--- src/rtl/obsm.sv ---
// obsm: output-port arbiter for a wormhole router. Picks one input port whose
// FIFO head is a HEAD flit (round-robin after the last served port), then holds
// the output for that port until its TAIL flit has been popped.
//
// Ports:
//   clk   - clock, all state on rising edge
//   rst   - asynchronous active-low reset
//   reqv  - per-input request for this output port
//   flow  - per-input head-of-FIFO flit type, port i at [2i+1:2i]
//   full  - output FIFO full
//   ack   - one-hot pop grant to the owning input (combinational)
//   sel   - crossbar select, index of the owning input
//   we    - output FIFO write enable, ack delayed one cycle
//   busy  - a packet currently owns the output
module obsm #(
    parameter int unsigned NPORT = 4
) (
    input  logic                 clk,
    input  logic                 rst,
    input  logic [NPORT-1:0]     reqv,
    input  logic [2*NPORT-1:0]   flow,
    input  logic                 full,
    output logic [NPORT-1:0]     ack,
    output logic [1:0]           sel,
    output logic                 we,
    output logic                 busy
);

    localparam int unsigned PW = (NPORT > 1) ? $clog2(NPORT) : 1;

    // Flit type encodings; BODY (2'b10) needs no special handling here.
    localparam logic [1:0] EMPT = 2'b00;
    localparam logic [1:0] HEAD = 2'b01;
    localparam logic [1:0] TAIL = 2'b11;

    localparam logic [0:0] IDLE = 1'b0;
    localparam logic [0:0] BUSY = 1'b1;

    logic [0:0]       state, state_nxt;
    logic [NPORT-1:0] grant, grant_nxt;
    logic [PW-1:0]    gidx, gidx_nxt;
    logic [PW-1:0]    ptr, ptr_nxt;

    logic [1:0]       flow_a [NPORT];
    logic [NPORT-1:0] elig;
    logic [1:0]       flow_g;
    logic             pick_vld;
    logic [PW-1:0]    pick_idx;
    int unsigned      idx;

    // Unpack flow into per-port types and find HEAD-ready requesters.
    always_comb begin
        elig = '0;
        for (int unsigned i = 0; i < NPORT; i++) begin
            flow_a[i] = flow[2*i +: 2];
            elig[i]   = reqv[i] && (flow[2*i +: 2] == HEAD);
        end
    end

    assign flow_g = flow_a[gidx];

    // Round-robin pick starting at ptr+1; scanning far-to-near lets the
    // nearest eligible port overwrite earlier candidates.
    always_comb begin
        pick_vld = 1'b0;
        pick_idx = '0;
        idx      = 0;
        for (int unsigned k = NPORT; k >= 1; k--) begin
            idx = (32'(ptr) + k) % NPORT;
            if (elig[PW'(idx)]) begin
                pick_vld = 1'b1;
                pick_idx = PW'(idx);
            end
        end
    end

    // Pop grant: only the owner, only when a flit is present and space exists.
    always_comb begin
        ack = '0;
        if ((state == BUSY) && !full && (flow_g != EMPT)) begin
            ack = grant;
        end
    end

    // Next-state logic.
    always_comb begin
        state_nxt = state;
        grant_nxt = grant;
        gidx_nxt  = gidx;
        ptr_nxt   = ptr;
        case (state)
            IDLE: begin
                if (pick_vld) begin
                    state_nxt = BUSY;
                    grant_nxt = NPORT'(1) << pick_idx;
                    gidx_nxt  = pick_idx;
                end
            end
            BUSY: begin
                if ((|ack) && (flow_g == TAIL)) begin
                    state_nxt = IDLE;
                    ptr_nxt   = gidx;
                end
            end
            default: state_nxt = IDLE;
        endcase
    end

    // State register; we tracks ack one cycle late to match the input FIFO read latency.
    always_ff @(posedge clk or negedge rst) begin
        if (!rst) begin
            state <= IDLE;
            grant <= '0;
            gidx  <= '0;
            ptr   <= PW'(NPORT - 1);
            we    <= 1'b0;
        end else begin
            state <= state_nxt;
            grant <= grant_nxt;
            gidx  <= gidx_nxt;
            ptr   <= ptr_nxt;
            we    <= |ack;
        end
    end

    assign sel  = 2'(gidx);
    assign busy = (state == BUSY);

endmodule

--- config.mk ---
export PLATFORM = sky130hd
export DESIGN_NAME = obsm
export DESIGN_NICKNAME = d
export VERILOG_FILES = /design/src/rtl/obsm.sv
export SDC_FILE = /design/constraint.sdc
export NUM_CORES = 1
export LEC_CHECK = 0
export CORE_UTILIZATION = 41
export CTS_CLUSTER_SIZE = 10
export DETAILED_ROUTE_END_ITERATION = 12
export DONT_BUFFER_PORTS = 1
export GPL_TIMING_DRIVEN = 0
export SYNTH_ARGS = -nofsm -noshare
export SYNTH_HDL_FRONTEND = slang
export SYNTH_SLANG_ARGS = --single-unit
--- constraint.sdc ---
create_clock -name clk -period 4.1 [get_ports clk]
set_clock_uncertainty 0.1 [all_clocks]
set_input_delay 0.41 -clock clk [delete_from_list [all_inputs] [get_ports clk]]
set_output_delay 0.41 -clock clk [all_outputs]
set_load 0.01 [all_outputs]
==> results.md, run 1 <==
Finish:
- The number of nets in the finished design is 81.
- The number of filler instances in the final layout is 127.
- The antenna diode instance count is 0.
- The share of post-route cells with drive strength above 1 is 20.0%.
- Leaving out fill and tap cells, the most frequent cell in the layout is sky130_fd_sc_hd__dfrtp_1.
- The top cell types in the final layout, fill and taps aside, are sky130_fd_sc_hd__dfrtp_1, sky130_fd_sc_hd__nand2_1, sky130_fd_sc_hd__nor2_1, sky130_fd_sc_hd__o31ai_1.
- Relative to the synthesized area, the layout overhead comes to 8.92%.

Die:
- After floorplanning, the core was sized to cover 0.00135 mm2.
- The boundary pin count is 23.
- The cell row count is 13.
- The die width is 40.8 um.
- The die covers 0.00166 mm2.
- The vertical extent of the die is 40.8 um.
- Once the floorplan was initialized, standard cells occupied 45.7% of the core.

Clocking:
- After clock tree synthesis, the flow added hold-fix buffers numbering 1.
- The number of setup buffers added after CTS is 0.
- The CTS sink count is 10.
- The later pin in the worst-skew pair is clocked with a latency of 0.26 ns.
- The TritonCTS clock tree is done.
- In this run, CTS created clock tree buffers numbering 3.
- The number of gates resized after cts is 0.
- CTS built an H-tree with a depth of 1.
- The largest buffer count on any clock path is 2.
- Clock-pin slew was measured on the worst setup and hold paths at 0.06 ns.
- The clock root buffer is sky130_fd_sc_hd__clkbuf_4.

Routing:
- The total wire length is 1320 um.
- The DRC violation count after routing is 0.
- The number of vias after detailed routing is 495.
- The iteration-0 DRC count of the detailed router is 16.
- The via count normalized by instance count is 6.19.
- The count of nets left with antenna violations after detail routing is 0.
- The post-detailed-route wirelength per cell is 16.4 um.
- The count of TritonRoute iterations in the first routing pass is 4.

Pwr:
- The design draws 0.409 mW.
- The maximum VDD drop is 0.000374 V.
- The cell leakage power is 0.274 nW.
- Dividing total power by cell area gives a power density of 608 mW/mm2.

Timing:
- Headroom to the max-slew limit came out at 69.2%.
- After routing, the total negative slack on setup checks comes to 0 ns.
- The maximum clock rate is 0.434 GHz.
- Counting I/O delays and the setup requirement, the final critical path takes 2.30 ns.
- The max-slew violation count is 0.
- At the pin with the least slew margin, the transition time is 0.462 ns.
- Setup violations remaining at the end of the flow were counted as 0.
- The final worst-path cycle share is 56.2%.
- The final number of hold-violating endpoints is 0.
- Setup repair after global routing left no endpoint under its margin.

Yosys:
- The combined area of all synthesized cells is 617 um2.
- The sequential element share of the synthesized area is 41.0%.
- After synthesis, the share of flip-flops with an asynchronous set or reset is 100%.
- The most instantiated flip-flop cell in the synthesis netlist is sky130_fd_sc_hd__dfrtp_1.
- The count of flip-flops with a built-in enable after synthesis is 0.
- The number of distinct library cells after synthesis is 28.
- After synthesis the netlist holds a flip-flop and latch count of 10.
- After synthesis, the cell types taking the most area are sky130_fd_sc_hd__dfrtp_1, sky130_fd_sc_hd__dfstp_2, sky130_fd_sc_hd__mux4_2.
- Synthesis produced a netlist with a net count of 75.
- The gate count of the mapped netlist is 60.
- During synthesis, Yosys emitted a total of 0 warnings.
- The synthesized design spends more area on one cell type than any other, namely sky130_fd_sc_hd__dfrtp_1.
- In this run the biggest area consumer among cell types represents 32.5% of the synthesized area.
- The average instance area after synthesis is 10.3 um2.

Hold path:
- In this run the worst hold path is classified as in -> reg.
- The worst hold path begins at full.

Critical path:
- Along the worst path, the maximum fanout reaches 5.
- For the worst setup path, the data required time is 3.59 ns.
- The sort of element at the end of the critical path is a primary output.
- The most critical setup path has its startpoint at sel[0].
- The type of the worst setup path is reg -> out.
- The startpoint type of the worst setup path is a flop.
- At the worst endpoint, the arrival time is 1.79 ns.
- The worst flop-to-flop path startpoint is sel[0].

GRT:
- In the global route stage, overall resource usage came out at 17.2%.
- The via count of the first global-routing pass came to 432.
- The largest net degree at the start of global routing is 11.
- The first global-routing pass estimated 1830 um of wire.
- The total overflow left after global routing is 0.
- The initial antenna violation count came to 0.

Job:
- The number of violations of the max-capacitance limit is 0.

Place:
- The congestion estimate from routability-driven global placement came to 0.770.
- Detailed placement finished with a half-perimeter wire length of 1020 um.
- In this run the tool buffered the top-level ports with 0 buffer cells.

Status:
- The flow ran to the end, and the final reports show no timing, DRC or antenna violations.
==> cells in the mapped netlist, types with 2 or more instances <==
library cell               n
sky130_fd_sc_hd__nor2_1    5
sky130_fd_sc_hd__dfrtp_1   8
sky130_fd_sc_hd__dfstp_2   2
sky130_fd_sc_hd__nand3b_1  4
sky130_fd_sc_hd__and2_1    4
sky130_fd_sc_hd__nand2_1   7
sky130_fd_sc_hd__o31ai_1   5
sky130_fd_sc_hd__o21ai_0   2
sky130_fd_sc_hd__o22ai_1   2
sky130_fd_sc_hd__mux4_2    2
sky130_fd_sc_hd__mux2_2    2
==> per-stage QoR <==
| stage | utilization (%) | cell area, um2 | std cells | hold WS (ns) | setup WS (ns) |
|---|---|---|---|---|---|
| floorplan | - | 617 | 60 | 0.0144 | 2.20 |
| global placement | 47.1 | 636 | 75 | 0.0146 | 2.08 |
| detailed placement | 47.1 | 636 | 75 | 0.0147 | 2.04 |
| CTS | 49.8 | 672 | 80 | 0.263 | 1.75 |
| global route | 49.8 | 672 | 80 | 0.284 | 1.68 |
| finish | 49.8 | 672 | 80 | 0.267 | 1.80 |
==> power breakdown <==
part | switching, mW | total, mW | internal (mW) | leakage, nW
clock network | 0.0312 | 0.0687 | 0.0375 | 0.0150
registers | 0.0521 | 0.198 | 0.146 | 0.123
logic | 0.0694 | 0.142 | 0.0730 | 0.137
==> registers in the layout, indices dropped and copies added (netlist names) <==
| register | cells |
|---|---|
| grant | 4 |
| ptr | 2 |
| sel | 2 |
| busy | 1 |
| we | 1 |
==> final timing paths <==
path / to / slack, ns / cells past startpoint
setup / recovery: ack[3] / 1.80 / 4
hold / removal: we / 0.27 / 2
setup reg to reg: ptr[1] / 2.38 / 3
hold reg to reg: grant[3] / 0.41 / 2
max in group asynchronous: ptr[1] / 3.14 / 1
min in group asynchronous: grant[0] / 0.43 / 1
==> layout make-up <==
cell class | instances | area [um2] | share of cell area, %
plain buffers | 1 | 5.00 | 0.745
clock buffers | 4 | 26.3 | 3.91
multi-input cells | 49 | 359 | 53.4
well taps | 15 | 18.8 | 2.79
repair buffers | 1 | 10.0 | 1.49
flip-flops and latches | 10 | 253 | 37.6
==> logic make-up (layout without fill, tap and decap cells) <==
family	Yosys count	count (layout)	share of synthesized area, %
AND/OR/NAND/NOR	30	30	28.8
multiplexers	4	4	11.0
AO/OA/AOI/OAI	15	15	18.5
buffers and inverters	1	6	0.811
flip-flops	10	10	41.0
==> worst max-delay path, cell delays in order, from the launching register on <==
cell,delay (ns)
sky130_fd_sc_hd__dfrtp_1,0.51
sky130_fd_sc_hd__mux4_2,0.59
sky130_fd_sc_hd__nor2_1,0.16
sky130_fd_sc_hd__nor2_1,0.08
sky130_fd_sc_hd__and2_1,0.19
==> per-layer routing <==
layer | global-route usage (%) | part of all wire [%] | vias up | wire length (um)
met4 | 1.67 | 0.91 | 0 | 12
met3 | 9.78 | 7.5 | 2 | 99
met5 | 0 | 0 | - | 0
met2 | 26.6 | 50 | 22 | 664
li1 | - | - | 245 | -
met1 | 21.5 | 41 | 226 | 538
Power figures use the tool's default switching activity.
==> run 2: changes to the inputs <==
Clock period 4.1 ns to 2.35 ns, I/O delays scaled along.
==> results of run 2 <==
Same layout as run 1 (identical final DEF). Status: completed.
Among the figures that moved: setup slack after placement 2.04 ns -> 0.463 ns; setup slack after layout 1.80 ns -> 0.221 ns; hold slack 0.267 ns -> 0.0916 ns; register-to-register setup slack 2.38 ns -> 0.63 ns; total power 0.409 mW -> 0.713 mW; worst IR drop on VDD 0.000374 V -> 0.000653 V
